==> config.mk <==
export PLATFORM = sky130hd
export DESIGN_NAME = shift_normalizer_seq
export DESIGN_NICKNAME = d
export VERILOG_FILES = /design/src/rtl/shift_norm_pkg.sv /design/src/rtl/shift_normalizer_seq_norm_stage.sv /design/src/rtl/shift_normalizer_seq.sv
export SDC_FILE = /design/constraint.sdc
export NUM_CORES = 1
export LEC_CHECK = 0
export CAP_MARGIN = 10
export CORE_MARGIN = 1.5
export CORE_UTILIZATION = 39
export CTS_CLUSTER_DIAMETER = 200
export DETAILED_ROUTE_END_ITERATION = 12
export PLACE_DENSITY = 0.57
export SYNTH_ARGS = -nofsm -noshare
export SYNTH_HDL_FRONTEND = slang
export SYNTH_HIERARCHICAL = 1
export SYNTH_SLANG_ARGS = --single-unit
==> constraint.sdc <==
create_clock -name clk_i -period 6.25 [get_ports clk_i]
set_clock_uncertainty 0.15 [all_clocks]
set_input_delay 1.25 -clock clk_i [delete_from_list [all_inputs] [get_ports clk_i]]
set_output_delay 1.25 -clock clk_i [all_outputs]
set_load 0.01 [all_outputs]
==> src/rtl/shift_norm_pkg.sv <==
// Shared types and helpers for the iterative shift normalizer.
// Optional fast path in the top level is enabled by SHIFT_NORM_FAST_PATH_EN.
package shift_norm_pkg;

    typedef enum logic [1:0] {
        IDLE   = 2'd0,
        SEARCH = 2'd1,
        DONE   = 2'd2
    } state_e;

    localparam int DEFAULT_WIDTH = 32;
    localparam int MAX_WIDTH     = 256;

    // Low-aligned mask of 2^k ones; callers size-cast it down to their width.
    function automatic logic [MAX_WIDTH-1:0] stage_mask(input int unsigned k);
        logic [MAX_WIDTH-1:0] one;
        one = MAX_WIDTH'(1);
        return (one << (32'd1 << k)) - one;
    endfunction

endpackage

==> src/rtl/shift_normalizer_seq_norm_stage.sv <==
// One binary-search stage: tests the 2^k-bit edge window of the work word
// and shifts it out when that window is all zeros.
module norm_stage
    import shift_norm_pkg::*;
#(
    parameter int WIDTH = DEFAULT_WIDTH,
    parameter int SW    = $clog2(WIDTH)
) (
    input  logic [WIDTH-1:0] work_i,
    input  logic [SW-1:0]    k_i,
    input  logic             right_i,
    output logic [WIDTH-1:0] work_o,
    output logic             hit_o
);

    logic [WIDTH-1:0] lo_mask;
    logic [WIDTH-1:0] hi_mask;
    int unsigned      step;

    always_comb begin
        step    = 32'd1 << k_i;
        lo_mask = WIDTH'(stage_mask(32'(k_i)));
        hi_mask = lo_mask << (32'(WIDTH) - step);
        hit_o   = 1'b0;
        work_o  = work_i;
        if (right_i) begin
            hit_o = ~|(work_i & lo_mask);
            if (hit_o) work_o = work_i >> step;
        end else begin
            hit_o = ~|(work_i & hi_mask);
            if (hit_o) work_o = work_i << step;
        end
    end

endmodule

==> src/rtl/shift_normalizer_seq.sv <==
// Iterative leading/trailing-zero normalizer, one search stage per clock.
// Define SHIFT_NORM_FAST_PATH_EN to bypass the search for normalized or zero words.
module shift_normalizer_seq
    import shift_norm_pkg::*;
#(
    parameter int WIDTH = DEFAULT_WIDTH
) (
    input  logic                     clk_i,
    input  logic                     rst_ni,
    input  logic                     valid_i,
    output logic                     ready_o,
    input  logic [WIDTH-1:0]         data_i,
    input  logic                     right_i,
    output logic                     valid_o,
    input  logic                     ready_i,
    output logic [WIDTH-1:0]         o_y,
    output logic [$clog2(WIDTH)-1:0] s_o,
    output logic                     zero_o
);

    localparam int SW = $clog2(WIDTH);

    state_e           state_q;
    logic [WIDTH-1:0] work_q;
    logic             mode_q;
    logic [SW-1:0]    cnt_q;
    logic [SW-1:0]    k_q;
    logic             valid_q;
    logic [WIDTH-1:0] y_q;
    logic [SW-1:0]    s_q;
    logic             zero_q;

    logic [WIDTH-1:0] stage_work;
    logic             stage_hit;
    logic             accept;

    norm_stage #(
        .WIDTH (WIDTH),
        .SW    (SW)
    ) u_stage (
        .work_i  (work_q),
        .k_i     (k_q),
        .right_i (mode_q),
        .work_o  (stage_work),
        .hit_o   (stage_hit)
    );

    assign ready_o = (state_q == IDLE) | ((state_q == DONE) & ready_i);
    assign accept  = valid_i & ready_o;

`ifdef SHIFT_NORM_FAST_PATH_EN
    logic fast_norm;
    logic fast_zero;
    assign fast_norm = right_i ? data_i[0] : data_i[WIDTH-1];
    assign fast_zero = ~|data_i;
`endif

    always_ff @(posedge clk_i or negedge rst_ni) begin
        if (!rst_ni) begin
            state_q <= IDLE;
            work_q  <= '0;
            mode_q  <= 1'b0;
            cnt_q   <= '0;
            k_q     <= '0;
            valid_q <= 1'b0;
            y_q     <= '0;
            s_q     <= '0;
            zero_q  <= 1'b0;
        end else begin
            case (state_q)
                IDLE, DONE: begin
                    if (accept) begin
                        work_q  <= data_i;
                        mode_q  <= right_i;
                        cnt_q   <= '0;
                        k_q     <= SW'(SW - 1);
                        valid_q <= 1'b0;
                        state_q <= SEARCH;
`ifdef SHIFT_NORM_FAST_PATH_EN
                        if (fast_zero) begin
                            state_q <= DONE;
                            valid_q <= 1'b1;
                            y_q     <= '0;
                            s_q     <= SW'(WIDTH - 1);
                            zero_q  <= 1'b1;
                        end else if (fast_norm) begin
                            state_q <= DONE;
                            valid_q <= 1'b1;
                            y_q     <= data_i;
                            s_q     <= '0;
                            zero_q  <= 1'b0;
                        end
`endif
                    end else if ((state_q == DONE) && ready_i) begin
                        state_q <= IDLE;
                        valid_q <= 1'b0;
                    end
                end
                SEARCH: begin
                    work_q <= stage_work;
                    cnt_q  <= cnt_q | (SW'(stage_hit) << k_q);
                    k_q    <= k_q - 1'b1;
                    // Stage 0 closes the search; its hit is bit 0 of the count.
                    if (k_q == '0) begin
                        state_q <= DONE;
                        valid_q <= 1'b1;
                        y_q     <= stage_work;
                        s_q     <= cnt_q | SW'(stage_hit);
                        zero_q  <= ~|stage_work;
                    end
                end
                default: state_q <= IDLE;
            endcase
        end
    end

    assign valid_o = valid_q;
    assign o_y     = y_q;
    assign s_o     = s_q;
    assign zero_o  = zero_q;

endmodule

== Yosys cells after proc, flatten, opt, wreduce, memory -nomap -nowiden ==
Cells that the tools add are included.

* $add $sub $neg: 3
* Equal/unequal tests: 5
* Shift-type cells: 7
* Multiplexer cells: 18
* Bitwise logic cells: 7
* Reduce and logical (&&, ||, !) cells: 16

{| class="wikitable"
|+ Operators with widths
! kind !! count
|-
| $mux W32 || 4
|-
| $reduce_or A32 Y1 || 3
|-
| $and A32 B32 Y32 || 2
|-
| $pmux W32 S2 || 1
|-
| $shl A1 B5 Y32 const A || 2
|-
| $shl A32 B32 Y32 || 2
|-
| $shl A1 B32 Y32 const A || 1
|-
| $shr A32 B32 Y32 || 1
|-
| $sub A32 B1 Y32 const B || 1
|-
| $sub A6 B32 Y32 const A || 1
|-
| $pmux W5 S2 || 2
|-
| $mux W5 || 2
|-
| $reduce_and A2 Y1 || 4
|-
| $mux W2 || 3
|-
| $logic_not A5 Y1 || 1
|-
| $or A5 B1 Y5 || 1
|-
| $or A5 B5 Y5 || 1
|-
| $shl A1 B5 Y5 || 1
|-
| $sub A5 B1 Y5 const B || 1
|-
| $mux W1 || 4
|-
| $ne A2 B2 Y1 const B || 2
|-
| $pmux W2 S2 || 1
|-
| $logic_not A1 Y1 || 3
|-
| $ne A3 B3 Y1 const B || 1
|-
| 10 further kinds || 11
|}

* Register bits after elaboration: 84
* Input port bits: 37
* Output and inout port bits: 40
* Word-level logic and storage cells: 65

== Logic depth before layout (Yosys ltp) ==
Gate-level depths: netlist of the first run.

* Depth after elaboration: 11
* Mapped depth: 26
* Depth with buffers taken out: 17

== Hierarchy ==
Netlist of the first run, hierarchy kept.

{| class="wikitable"
|+ Modules (own cells, without submodules)
! module !! instances !! cells an instance !! area each (um^2) !! seq. area each (um^2)
|-
| norm_stage || 1 || 969 || 5370.2 || 0.0
|-
| shift_normalizer_seq || 1 || 279 || 3831.2 || 2102.0
|}

== Least setup slack after synthesis of the first run ==
OpenSTA, ideal clock, no wires.

* Path kind: reg-to-reg
* Start point: register k_q[2]
* End point: register zero_q, in the netlist zero_o
* Library setup time: 0.095 ns
* Data arrival time: 5.756 ns
* Required time: 6.005 ns
* Path slack: 0.248 ns
* Stages on the path, launching flop included: 26
* Path buffers: 8
* Clock period less this slack: 6.002 ns
* Cell sequence: dfrtp_1 buf_2 or4_1 clkbuf_1 nor2_1 buf_2 clkbuf_1 clkbuf_1 inv_1 ha_1 clkbuf_1 nor2b_1 or4_1 o31ai_2 or3_1 a21oi_1 a2111oi_2 a31oi_2 nor3b_4 nor2b_1 buf_6 buf_6 a221o_1 nor4_1 nand4_1 o31ai_1

* Longest elaborated chain between the ends: 10
* Elaborated cells between the ends (all ways): 19
* Those cells by class: add/sub: 2; shift: 6; mux: 3; bitwise: 2; reduce/logical: 6

{| class="wikitable"
|+ RTL lines
! what !! line !! text
|-
| start: declaration || shift_normalizer_seq.sv:27 || <nowiki>logic [SW-1:0] k_q;</nowiki>
|-
| start signal: assignment || shift_normalizer_seq.sv:76 || <nowiki>k_q <= SW'(SW - 1);</nowiki>
|-
| start signal: assignment || shift_normalizer_seq.sv:102 || <nowiki>k_q <= k_q - 1'b1;</nowiki>
|-
| $shl A1 B5 Y32 || shift_norm_pkg.sv:18, shift_normalizer_seq_norm_stage.sv:21 ||
|-
| $shl A1 B32 Y32 || shift_norm_pkg.sv:18 || <nowiki>return (one << (32'd1 << k)) - one;</nowiki>
|-
| $sub A32 B1 Y32 || shift_norm_pkg.sv:18 ||
|-
| $shl A32 B32 Y32 || shift_normalizer_seq_norm_stage.sv:23 || <nowiki>hi_mask = lo_mask << (32'(WIDTH) - step);</nowiki>
|-
| $and A32 B32 Y32 || shift_normalizer_seq_norm_stage.sv:30 || <nowiki>hit_o = ~|(work_i & hi_mask);</nowiki>
|-
| $reduce_or A32 Y1 || shift_normalizer_seq_norm_stage.sv:30 ||
|-
| $mux W32 || shift_normalizer_seq_norm_stage.sv:31 || <nowiki>if (hit_o) work_o = work_i << step;</nowiki>
|-
| $mux W32 * || shift_normalizer_seq_norm_stage.sv:26 || <nowiki>if (right_i) begin</nowiki>
|-
| named net stage_work[29] || shift_normalizer_seq.sv:33 || <nowiki>logic [WIDTH-1:0] stage_work;</nowiki>
|-
| $reduce_or A32 Y1 * || shift_normalizer_seq.sv:109 || <nowiki>zero_q <= ~|stage_work;</nowiki>
|-
| $logic_not A1 Y1 * || shift_normalizer_seq.sv:109 ||
|-
| end signal: assignment || shift_normalizer_seq.sv:109 ||
|-
| end: declaration || shift_normalizer_seq.sv:31 || <nowiki>logic zero_q;</nowiki>
|}

Mark *: on every way through the listed nets, which the timed path passes. The rest lies on a longest branch.
A chain may end at the register's enable or synchronous reset.

== Final worst setup path of the first run ==
* Start point: register k_q[4]
* End point: register zero_q, in the netlist zero_o

Same word-level chain as after synthesis.

==> results of run 1 <==
## cell families after synthesis
family | Yosys count
xor+xnor | 7
fa+ha+maj | 4
compound gates | 463
simple gates | 467
buf+inv | 160
other cells | 1
mux | 62
flops | 84
## stage by stage
step | utilization (%) | area [um2]
finish | 45.6 | 10600
detailed placement | 44.3 | 10300
global route | 45.6 | 10600
floorplan | - | 9200
global placement | 44.3 | 10300
CTS | 45.6 | 10600
## registers in the layout (all words and copies together) (netlist names), 2 cells and up
register / count
cnt_q: 5
k_q: 5
o_y: 32
s_o: 5
state_q: 2
work_q: 32
## worst min-delay path by stage
stage | slack [ps] | cells past startpoint | start | end
after global placement | 330 | 1 | cnt_q[0] | cnt_q[0]
after floorplan | 310 | 1 | cnt_q[1] | cnt_q[1]
final | 350 | 1 | cnt_q[0] | cnt_q[0]
after detailed placement | 340 | 1 | cnt_q[0] | cnt_q[0]
after global routing | 370 | 1 | cnt_q[0] | cnt_q[0]
after CTS | 350 | 1 | cnt_q[0] | cnt_q[0]
## per-layer routing
layer | share of wire [%] | GRT usage, % | wire length [um] | up-vias
met3 | 14 | 13.5 | 7270 | 214
met2 | 41 | 58.6 | 20600 | 969
met5 | 0.026 | 0 | 13 | -
met1 | 39 | 54.9 | 19900 | 5403
met4 | 5.7 | 20.5 | 2890 | 2
li1 | - | - | - | 4768
## final cells by class
cell class                 instances  area [um2]
clock buffer                      10         229
inverter                          31         116
timing repair buffer             149        1310
fill                            2375       12700
tap                              319         399
sequential                        84        2110
multi-input combinational       1004        6410
clock inverter                     6        71.3
## critical path, stage by stage (launching register included)
cell and delay (ps):
dfrtp_1 390, or4_1 580, nor2_2 260, inv_2 60
ha_1 380, clkinv_1 300, o31ai_2 670, o32a_1 310
o22ai_1 100, a2111oi_2 310, a31oi_2 230, o41ai_1 980
buf_4 230, o21ai_0 80, nor3_1 420, nor4_1 120
nand4_1 130, o31ai_1 70
## layout by cell type, fill, tap and decap left out, types with 25 or more instances in the layout
cell type / n
nor3_1: 30
nor2_1: 106
o21ai_0: 96
a21oi_1: 111
nand3_1: 34
buf_4: 74
nand2b_1: 34
a211oi_1: 26
o221a_2: 25
dfrtp_1: 81
a31oi_1: 30
nand2_1: 150
clkdlybuf4s50_1: 75
mux2_4: 36
==> results.toml, run 1 <==
[drt]
first_pass_iters = 6
drcViolationCount = 0
ant_nets = 0
detail_route.wl_per_cell_um = 31.6
drt_iter0_drc = 1615
routed-via-count = 11400
viasPerCell = 7.08
routed_wl_mm = 50.7

[sta]
grt_setup_unrepaired = "no"
setup_tns_ps = 0
final_max_slew_viol_count = 0
worst_slew_pin_slew_ps = 1290
timing.final.crit_period_ps = 5910
hold_ws_ps = 354
fmax_mhz = 169
max_slew_margin_pct = 14.3
finalCritPeriodShare_pct = 94.5
setup_ws_ps = 345
hold_viol = 0
setup_violations = 0

[die]
initial_core_util_pct = 39.4
pin_count = 77
dieArea_um2 = 24500
die_h_um = 157
die_w_um = 157
placeableCoreArea_um2 = 23300
rows = 56

[clocking]
clockRootBuffer = "clkbuf_16"
clockBufferDepth = 2
cts_tree = "built"
cts_buffers = 9
cts_setup_buffers = 0
ctsHoldBuffers = 0
cts_resized = 0
clkSlewWorstSetupHoldPaths_ps = 70
h-tree-depth = 3
insertion_delay_ps = 340
cts_sinks = 84

[critical_path]
r2r_start = "k_q[4]"
r2r_end = "zero_o"
r2r_cells = 17
cp-end-kind = "flip-flop"
startpoint = "k_q[4]"
crit_type = "reg2reg"
r2r_setup_slack_ps = 340
crit_fanout = 9
required_ps = 6300
arrival_ps = 5950
start_kind = "flip-flop"
crit_end = "zero_o"

[synth]
synth_top_family_by_area = "compound AO/OA/AOI/OAI gates"
yosysWarnings = 6
synth_most_common_cell = "nand2_1"
synth_top_cell_area_share_pct = 22.8
synth.net_count = 1289
syn_area_per_cell_um2 = 7.37
synthArstFlopShare_pct = 100
synth_xor_area_share_pct = 0.666
synth-edff-count = 0
syn-cell-area_um2 = 9200
synth_seq_area_share_pct = 22.8
synth_cell_types = 89
yosysTopAreaCell = "dfrtp_1"
synthTopCellsByArea = "dfrtp_1 (23%), nand2_1 (6.1%), a21oi_1 (6.0%)"
synthCells = 1248
synth_seq_cells = 84
synthAdderAreaFrac_pct = 0.544
yosys-top-cells-count = "nand2_1 (150), a21oi_1 (111), nor2_1 (108)"
synthMuxAreaShare_pct = 8.77
synth-compound-area-share_pct = 34.4
synth-main-ff-cell = "dfrtp_1"
yosys.area_share.simple_pct = 25.0

[hold_path]
min_path_type = "reg2reg"

[placement]
place_inst = 1587
dp_hpwl_mm = 36.1
gp_congestion = 1.05
dp_worst_setup_slack_ps = 530
port_buffers = 76

[run]
cap_violations = 0

[grt]
overflow = 0
grt_max_degree = 61
grt_first_pass_wirelength_mm = 72.9
track_usage_pct = 41.0
grt_antenna_before_repair = 1
grt_pass1_vias = 10600

[run_status]
status = "finished, final reports clean"

[finish]
drive_gt1_share_pct = 14.6
antenna_cells = 0
synthToLayoutAreaGrowth_pct = 15.7
instances_no_fill = 1603
layout.nets = 1320
Power of run 1 is not shown: default switching activity piles up to over one toggle a cycle in this logic, so the estimate is an artifact.
==> run 2, diff against run 1 <==
Settings changed: CTS_CLUSTER_SIZE from default to 20.
==> results of run 2 <==
No change in the layout: final DEF, timing and power equal those of run 1.
Power of run 2 is left out for the same reason.
==> run 3, diff against run 2 <==
Settings changed: CORE_MARGIN 1.5 to default, REMOVE_ABC_BUFFERS from default to 1.
==> results.toml, run 3 (synthesis results as in run 1) <==
[finish]
final_cell_mix = "nand2_1 (150), a21oi_1 (111), nor2_1 (106)"
synthToLayoutAreaGrowth_pct = 16.1
register_area_um2 = 2110
drive_gt1_share_pct = 14.9
n_fill_cell = 2373
multi_input_area_um2 = 6420
layout_commonest_cell = "nand2_1"
layout.nets = 1324

[grt]
grt_first_pass_wirelength_mm = 71.2
track_usage_pct = 40.1
grt_max_degree = 59
overflow = 0
grt_antenna_before_repair = 1
grt_pass1_vias = 10500

[critical_path]
required_ps = 6360
crit_buf_inv = 4
cp_common_cell = "buf_4"
slowest_stage = "or3_1"
cpPeakStageDelay_ps = 530
cp-end-kind = "flip-flop"
crit_type = "reg2reg"
crit_fanout = 12
crit_chain = "buf_4 -> or3_1 -> nor3_2 -> inv_2 -> ha_1 -> buf_4 -> nor3_1 -> or3_1 -> nor2_1 -> mux2_2 -> a311oi_1 -> a31oi_2 -> nor3b_4 -> nor2b_1 -> buf_4 -> a221o_1 -> nor4_1 -> nand4_1 -> o31ai_1"
start_kind = "flip-flop"
cp_top_family = "simple AND/OR/NAND/NOR gates"
arrival_ps = 6190

[placement]
gp_congestion = 1.04
port_buffers = 76
dp_hpwl_mm = 34.9

[clocking]
h-tree-depth = 3
clockBufferDepth = 2
cts_sinks = 84
cts_buffers = 9
cts_tree = "built"
clkSlewWorstSetupHoldPaths_ps = 70
insertion_delay_ps = 360
cts_resized = 0
clockRootBuffer = "clkbuf_16"
ctsHoldBuffers = 0
cts_setup_buffers = 0

[sta]
worst_slew_pin_slew_ps = 1020
hold_ws_ps = 361
finalCritPeriodShare_pct = 97.3
grt_setup_unrepaired = "no"
hold_viol = 0
max_slew_margin_pct = 30.5
fmax_mhz = 164
timing.final.crit_period_ps = 6080
setup_violations = 0
setup_tns_ps = 0
final_max_slew_viol_count = 0

[drt]
detail_route.wl_per_cell_um = 30.2
routed_wl_mm = 48.4
viasPerCell = 6.99
drcViolationCount = 0
routed-via-count = 11200
drt_iter0_drc = 1794
first_pass_iters = 7
ant_nets = 0

[die]
die_w_um = 156
initial_core_util_pct = 40.2
dieArea_um2 = 24200
die_h_um = 156
placeableCoreArea_um2 = 22900
pin_count = 77
rows = 55

[run_status]
status = "finished, final reports clean"

[hold_path]
min_path_type = "reg2reg"

[run]
cap_violations = 0
## run 3: routing by layer
metal	track usage, %	part of all wire [%]
met1	54.6	41
met2	59.1	42
met3	10.8	12
met4	17.6	4.8
met5	0	0
## run 3: cell type report
| type | count | area share, % |
|---|---|---|
| clock inverters | 6 | 0.656 |
| repair buffers | 153 | 12.5 |
| inverters | 31 | 1.09 |
| clock buffers | 10 | 2.24 |
| well taps | 313 | 3.67 |
| diodes | 2 | 0.0469 |
| flip-flops and latches | 84 | 19.7 |
| multi-input cells | 1004 | 60.1 |
## run 3: final timing paths
| kind | start | to | slack, ps | depth (start not counted) |
|---|---|---|---|---|
| setup / recovery | k_q[4] | zero_o | 170 | 19 |
| hold / removal | cnt_q[0] | cnt_q[0] | 360 | 1 |
| setup reg to reg | k_q[4] | zero_o | 170 | 19 |
| hold reg to reg | cnt_q[0] | cnt_q[0] | 360 | 1 |
| max in group asynchronous | rst_ni | k_q[1] | 4180 | 2 |
| min in group asynchronous | rst_ni | work_q[2] | 660 | 1 |
## run 3: per-stage QoR
stage | setup slack, ps | cells | instance area, um2 | util, %
global placement | 437 | 1585 | 10400 | 45.2
finish | 169 | 1603 | 10700 | 46.6
CTS | 347 | 1601 | 10700 | 46.6
detailed placement | 357 | 1585 | 10400 | 45.2
global route | 29.1 | 1601 | 10700 | 46.6
floorplan | -2800 | 1119 | 8600 | -
Power of run 3 is left out for the same reason.
